==> src/rtl/s_axi_reg_pkg.sv <==
// Shared types and widths for the s_axi_reg register block.
//   resp_t       : 2-bit AXI response code (RESP_OKAY / RESP_SLVERR)
//   ID_W, DATA_W, ADDR_W, STRB_W : channel field widths
//   rd_state_e   : read-channel FSM states
package s_axi_reg_pkg;

  localparam int unsigned ID_W   = 4;
  localparam int unsigned DATA_W = 32;
  localparam int unsigned ADDR_W = 32;
  localparam int unsigned STRB_W = DATA_W / 8;

  typedef logic [1:0] resp_t;

  localparam resp_t RESP_OKAY   = 2'b00;
  localparam resp_t RESP_SLVERR = 2'b10;

  typedef enum logic [1:0] {
    StRdIdle,
    StRdAddr,
    StRdData
  } rd_state_e;

endpackage

==> src/rtl/s_axi_reg_bank.sv <==
// Register array for s_axi_reg: REG_NUM words of DATA_W bits.
//   clk, areset : clock, asynchronous active-high reset (clears every word)
//   we_i        : commit a write this edge
//   waddr_i     : word index to write
//   wdata_i     : write data
//   wstrb_i     : byte enables, bit n enables byte n
//   raddr_i     : word index to read
//   rdata_o     : combinational read data
module s_axi_reg_bank
  import s_axi_reg_pkg::*;
#(
  parameter int unsigned REG_NUM = 16,
  parameter int unsigned IDX_W   = 4
) (
  input  logic              clk,
  input  logic              areset,
  input  logic              we_i,
  input  logic [IDX_W-1:0]  waddr_i,
  input  logic [DATA_W-1:0] wdata_i,
  input  logic [STRB_W-1:0] wstrb_i,
  input  logic [IDX_W-1:0]  raddr_i,
  output logic [DATA_W-1:0] rdata_o
);

  logic [DATA_W-1:0] regs_q [REG_NUM];

  always_ff @(posedge clk or posedge areset) begin
    if (areset) begin
      for (int i = 0; i < int'(REG_NUM); i++) begin
        regs_q[i] <= '0;
      end
    end else if (we_i) begin
      for (int b = 0; b < int'(STRB_W); b++) begin
        if (wstrb_i[b]) begin
          regs_q[waddr_i][8*b +: 8] <= wdata_i[8*b +: 8];
        end
      end
    end
  end

  assign rdata_o = regs_q[raddr_i];

endmodule

==> src/rtl/s_axi_reg.sv <==
// AXI4-style slave exposing a bank of 32-bit control/status registers.
//   clk, areset            : clock, asynchronous active-high reset
//   aw*_i / awready_o      : write address channel (awaddr is a word index)
//   w*_i / wready_o        : write data channel with byte strobes
//   b*_o / bready_i        : write response channel
//   ar*_i / arready_o      : read address channel (araddr is a word index)
//   r*_o / rready_i        : read data channel
// AW and W are captured into independent holders in either order; the write
// commits once both are full and no B response is outstanding. Out-of-range
// indices answer SLVERR without touching the array.
module s_axi_reg
  import s_axi_reg_pkg::*;
#(
  parameter int unsigned REG_NUM = 16,
  parameter int unsigned IDX_W   = 4
) (
  input  logic              clk,
  input  logic              areset,
  input  logic [ID_W-1:0]   awid_i,
  input  logic [ADDR_W-1:0] awaddr_i,
  input  logic              awvalid_i,
  output logic              awready_o,
  input  logic [DATA_W-1:0] wdata_i,
  input  logic [STRB_W-1:0] wstrb_i,
  input  logic              wvalid_i,
  output logic              wready_o,
  output logic [ID_W-1:0]   bid_o,
  output resp_t             bresp_o,
  output logic              bvalid_o,
  input  logic              bready_i,
  input  logic [ID_W-1:0]   arid_i,
  input  logic [ADDR_W-1:0] araddr_i,
  input  logic              arvalid_i,
  output logic              arready_o,
  output logic [ID_W-1:0]   rid_o,
  output logic [DATA_W-1:0] rdata_o,
  output resp_t             rresp_o,
  output logic              rvalid_o,
  input  logic              rready_i
);

  // Write path state
  logic              aw_full_q, aw_full_d, awready_q, awready_d;
  logic [ADDR_W-1:0] aw_addr_q;
  logic [ID_W-1:0]   aw_id_q;
  logic              w_full_q, w_full_d, wready_q, wready_d;
  logic [DATA_W-1:0] w_data_q;
  logic [STRB_W-1:0] w_strb_q;
  logic              bvalid_q, bvalid_d;
  resp_t             bresp_q, bresp_d;
  logic [ID_W-1:0]   bid_q, bid_d;
  logic              aw_hs, w_hs, commit, aw_in_range;

  // Read path state
  rd_state_e         rd_state_q, rd_state_d;
  logic              arready_q, arready_d;
  logic [ADDR_W-1:0] ar_addr_q;
  logic [ID_W-1:0]   ar_id_q;
  logic [DATA_W-1:0] rdata_q, rdata_d;
  resp_t             rresp_q, rresp_d;
  logic              ar_hs, ar_in_range;
  logic [DATA_W-1:0] bank_rdata;

  assign aw_hs       = awvalid_i && awready_q;
  assign w_hs        = wvalid_i && wready_q;
  assign commit      = aw_full_q && w_full_q && !bvalid_q;
  assign aw_in_range = aw_addr_q < ADDR_W'(REG_NUM);
  assign ar_hs       = arvalid_i && arready_q;
  assign ar_in_range = ar_addr_q < ADDR_W'(REG_NUM);

  always_comb begin
    aw_full_d = aw_full_q;
    w_full_d  = w_full_q;
    bvalid_d  = bvalid_q;
    bresp_d   = bresp_q;
    bid_d     = bid_q;
    // A holder is never captured and committed on the same edge: ready is low while full.
    if (aw_hs) begin
      aw_full_d = 1'b1;
    end else if (commit) begin
      aw_full_d = 1'b0;
    end
    if (w_hs) begin
      w_full_d = 1'b1;
    end else if (commit) begin
      w_full_d = 1'b0;
    end
    if (commit) begin
      bvalid_d = 1'b1;
      bresp_d  = aw_in_range ? RESP_OKAY : RESP_SLVERR;
      bid_d    = aw_id_q;
    end else if (bvalid_q && bready_i) begin
      bvalid_d = 1'b0;
    end
    awready_d = !aw_full_d;
    wready_d  = !w_full_d;
  end

  always_comb begin
    rd_state_d = rd_state_q;
    rdata_d    = rdata_q;
    rresp_d    = rresp_q;
    unique case (rd_state_q)
      StRdIdle: if (ar_hs) rd_state_d = StRdAddr;
      StRdAddr: begin
        // Sampled on the same edge as any commit, so a colliding read sees the old value.
        rd_state_d = StRdData;
        rdata_d    = ar_in_range ? bank_rdata : '0;
        rresp_d    = ar_in_range ? RESP_OKAY : RESP_SLVERR;
      end
      StRdData: if (rready_i) rd_state_d = StRdIdle;
      default:  rd_state_d = StRdIdle;
    endcase
    arready_d = (rd_state_d == StRdIdle);
  end

  always_ff @(posedge clk or posedge areset) begin
    if (areset) begin
      aw_full_q  <= 1'b0;
      awready_q  <= 1'b0;
      aw_addr_q  <= '0;
      aw_id_q    <= '0;
      w_full_q   <= 1'b0;
      wready_q   <= 1'b0;
      w_data_q   <= '0;
      w_strb_q   <= '0;
      bvalid_q   <= 1'b0;
      bresp_q    <= RESP_OKAY;
      bid_q      <= '0;
      rd_state_q <= StRdIdle;
      arready_q  <= 1'b0;
      ar_addr_q  <= '0;
      ar_id_q    <= '0;
      rdata_q    <= '0;
      rresp_q    <= RESP_OKAY;
    end else begin
      aw_full_q  <= aw_full_d;
      awready_q  <= awready_d;
      w_full_q   <= w_full_d;
      wready_q   <= wready_d;
      bvalid_q   <= bvalid_d;
      bresp_q    <= bresp_d;
      bid_q      <= bid_d;
      rd_state_q <= rd_state_d;
      arready_q  <= arready_d;
      rdata_q    <= rdata_d;
      rresp_q    <= rresp_d;
      if (aw_hs) begin
        aw_addr_q <= awaddr_i;
        aw_id_q   <= awid_i;
      end
      if (w_hs) begin
        w_data_q <= wdata_i;
        w_strb_q <= wstrb_i;
      end
      if (ar_hs) begin
        ar_addr_q <= araddr_i;
        ar_id_q   <= arid_i;
      end
    end
  end

  s_axi_reg_bank #(
    .REG_NUM(REG_NUM),
    .IDX_W  (IDX_W)
  ) u_bank (
    .clk    (clk),
    .areset (areset),
    .we_i   (commit && aw_in_range),
    .waddr_i(aw_addr_q[IDX_W-1:0]),
    .wdata_i(w_data_q),
    .wstrb_i(w_strb_q),
    .raddr_i(ar_addr_q[IDX_W-1:0]),
    .rdata_o(bank_rdata)
  );

  assign awready_o = awready_q;
  assign wready_o  = wready_q;
  assign bvalid_o  = bvalid_q;
  assign bresp_o   = bresp_q;
  assign bid_o     = bid_q;
  assign arready_o = arready_q;
  assign rvalid_o  = (rd_state_q == StRdData);
  assign rdata_o   = rdata_q;
  assign rresp_o   = rresp_q;
  assign rid_o     = ar_id_q;

endmodule

==> config.mk <==
export PLATFORM = sky130hd
export DESIGN_NAME = s_axi_reg
export DESIGN_NICKNAME = d
export VERILOG_FILES = /design/src/rtl/s_axi_reg_pkg.sv /design/src/rtl/s_axi_reg_bank.sv /design/src/rtl/s_axi_reg.sv
export SDC_FILE = /design/constraint.sdc
export NUM_CORES = 1
export LEC_CHECK = 0
export ABC_AREA = 1
export BUFFER_PORTS_ARGS = -buffer_cell sky130_fd_sc_hd__buf_2
export CAP_MARGIN = 10
export CORE_AREA = 2 2 253 255
export CTS_CLUSTER_DIAMETER = 60
export DETAILED_ROUTE_END_ITERATION = 8
export DIE_AREA = 0 0 255 257
export PLACE_DENSITY_LB_ADDON = 0.05
export SYNTH_ARGS = -nofsm -noshare
export SYNTH_HDL_FRONTEND = slang
export SYNTH_HIERARCHICAL = 1
export SYNTH_SLANG_ARGS = --single-unit
==> constraint.sdc <==
create_clock -name clk -period 18.5 [get_ports clk]
set_input_delay 5.55 -clock clk [delete_from_list [all_inputs] [get_ports clk]]
set_output_delay 5.55 -clock clk [all_outputs]
set_load 0.02 [all_outputs]
==> summary.md <==
| Metric | Value |
|---|---|
| Sequential-to-total area share from yosys stat | `53.35%` |
| Power Density | `between 100 and 150 nW/µm²` |
| Sw Share | `roughly 38%` |
| First-pass GRT wire length | `~130,000 µm` |
| Nets | `4,121` |
| Pre-CTS setup slack | `10.23 ns` |
| Cts repair resizes | `0` |
| Kind of critical path | `input port to async pin` |
| CTS tree | `done` |
| Die W | `255 µm` |
| Initial DRC count | `approximately 2,200` |
| Critical Path RT | `~19 ns` |
| Lkg Pwr | `roughly 17 nW` |
| Post-route clock skew | `about 0.026 ns` |
| CTS root buf | `clkbuf_16` |
| Mapped cell area | `between 30,000 and 40,000 µm²` |
| Tcrit/Tclk final | `roughly two fifths` |
| Vias in the first global route | `23,620` |
| Unrepaired setup endpoints after global routing | `false` |
| Synthesis Warnings | `6` |
| Drt pass-1 iters | `5` |
| Pint | `0.002891 W` |
| Post-CTS Setup Bufs | `0` |
| Die area | `~66,000 µm²` |
| Wirelength per Cell | `between 15 and 20 µm` |
| Combinational Power Share | `a little under a third` |
| RD Place Congestion | `0.7825` |
| CP arrival | `around 8.1 ns` |
| Initial core utilization | `49.80%` |
| R2R cell count | `11` |
| Slowest stage delay, CP | `0.83 ns` |
| Area Growth Syn to Fin | `10.43%` |
| Sink Count | `about 670` |
| Sequential Power Share | `approximately 37%` |
| Core ar. | `between 60,000 and 70,000 µm²` |
| Crit start category | `input port` |
| DR vias/cell | `5.078` |
| Outcome | `finished, final reports clean` |
| Final worst slack | `11.01 ns` |
| Number of synthesized register bits | `about 670` |
| DR DRC count | `0` |
| Fin area | `34,500 µm²` |
| GRT overflow | `0` |
| CP Cell Sequence | `buf_2, clkinvlp_4, buf_4, buf_4` |
| Total power draw | `0.004662 W` |
| Slew Viols, Final | `0` |
| Switching power | `approximately 0.0018 W` |
| Worst-path clk slew | `about 0.060 ns` |
| Max_slew headroom | `approximately a third` |
| DP Area | `approximately 32,000 µm²` |
| Fmax | `approximately 130 MHz` |
| Boundary Pins | `approximately 160` |
| Synth unique cells | `25` |
| CP endpoint kind | `async pin` |
| Most frequent CP cell | `buf_4` |
| Synth top area cells | `dfrtp_1 (53%), nand2_1 (19%), o21ai_0 (8.3%)` |
| Global-route usage over all layers | `about a quarter` |
| Peak VDD IR | `around 0.0001 V` |
| Largest net degree at the start of global routing | `161` |
| Antenna violations before repair | `0` |
| Clk Latency, worst-skew pair | `approximately 0.62 ns` |
| Slowest-stage cell, CP | `buf_4` |
| Actual slew at the worst max-slew pin | `roughly 1 ns` |
| Hold WC Path Type | `register to register` |
| Clock network fraction of total power | `between 30% and 40%` |
| Hold Buf Count CTS | `0` |
| Final min period | `approximately 7.5 ns` |
| Max Buffers Root-to-Sink | `3` |
| Leading area contributor after synthesis | `dfrtp_1` |
| Row cnt | `92` |
| Final setup fails | `0` |
| Routed Antenna Nets | `0` |
| Vias | `24,940` |
| Layout cells sized above 1 | `approximately 8.8%` |
| Sum Neg Setup Slack | `0 ns` |
| Synth top area share | `53.35%` |
| Hold Crit Depth | `2` |
| Number of fill cells | `6,139` |
| Total Wirelength | `~84,000 µm` |
| Num CTS Buffers | `75` |
| Crit-path max FO | `71` |
| Fin cells | `4,911` |
| Final hold vios | `0` |
| Post-placement cell count | `4,774` |
| Post-Synthesis Cells | `roughly 4,000` |
| Die H | `approximately 260 µm` |
| # diodes | `0` |
| Most common cell after layout, fill and taps aside | `nand2_1` |
| Most frequent cells in the layout | `nand2_1 (1,600), dfrtp_1 (663), o21ai_0 (519)` |
| Final HPWL DP | `51,020 µm` |
| Max Cap Viol | `0` |
| IO buf count | `161` |
| H-tree Lvls | `3` |
| Mapped Avg Cell Area | `a little under 8 µm²` |
power groups by stage:
| stage | registers [W] | logic (W) | clock network, W |
|---|---|---|---|
| after floorplan | 0.00169 | 0.00102 | 0 |
| after global placement | 0.00177 | 0.00140 | 0 |
| after detailed placement | 0.00176 | 0.00141 | 0 |
| after CTS | 0.00174 | 0.00141 | 0.00155 |
| after global routing | 0.00176 | 0.00157 | 0.00161 |
| final | 0.00174 | 0.00141 | 0.00151 |
cell usage after synthesis (all sizes together):
master / number
nor2: 54
nand3b: 32
buf: 170
clkinv: 2
nor3: 1
conb: 1
a21oi: 1
dfrtp: 666
mux2: 36
o21ai: 519
clkbuf: 65
nand3: 385
inv: 444
nand2: 1604
through the flow:
step	util, %	hold WS [ns]
2_1_floorplan	-	0.4421
3_3_place_gp	50.95	0.4595
3_5_place_dp	50.95	0.4597
4_1_cts	54.95	0.4754
5_1_grt	54.99	0.4930
6_report	54.99	0.4701
state kept, by name, summed over array words and instances, names as in the netlist:
name           cells
u_bank/regs_q    512
awready_o          1
ar_addr_q         32
bresp_o            1
rd_state_q         2
rresp_o            1
bid_o              4
w_data_q          32
aw_id_q            4
wready_o           1
rid_o              4
aw_addr_q         32
aw_full_q          1
rdata_o           32
arready_o          1
w_strb_q           4
bvalid_o           1
w_full_q           1
critical path, delay by kind of cell:
family | cells | cell delay, ns
buf+inv | 4 | 2.42
per-layer routing:
metal	part of all wire, %	track usage [%]
met1	47	37.90
met4	2.0	6.108
met3	4.8	4.481
met2	46	41.18
met5	0	0
logic make-up after synthesis:
logic type	count (synthesis)	share of synthesized area (%)
simple gates	2076	26.97
buf+inv	681	9.696
flops	666	53.35
compound gates	520	8.330
mux	36	1.646
other cells	1	0.01200
worst paths after layout:
kind	slack [ns]	startpoint	to
setup / recovery	11.01	areset	u_bank/regs_q[392]
hold / removal	0.47	bid_o[0]	bid_o[0]
setup reg to reg	14.94	ar_addr_q[0]	rdata_o[13]
hold reg to reg	0.47	bid_o[0]	bid_o[0]
max in group clk	11.60	rdata_o[0]	rdata_o[0]
min in group asynchronous	5.07	areset	rdata_o[30]
layout make-up:
cell class	instances	area (µm²)	area share, %
clock buffers	108	2182	6.325
clock inverters	28	329.1	0.9538
inverters	446	1702	4.932
multi-input cells	2634	11550	33.48
flip-flops and latches	666	16670	48.33
well taps	846	1059	3.068
repair buffers	183	1003	2.909
(Power assumes the default switching activity.)
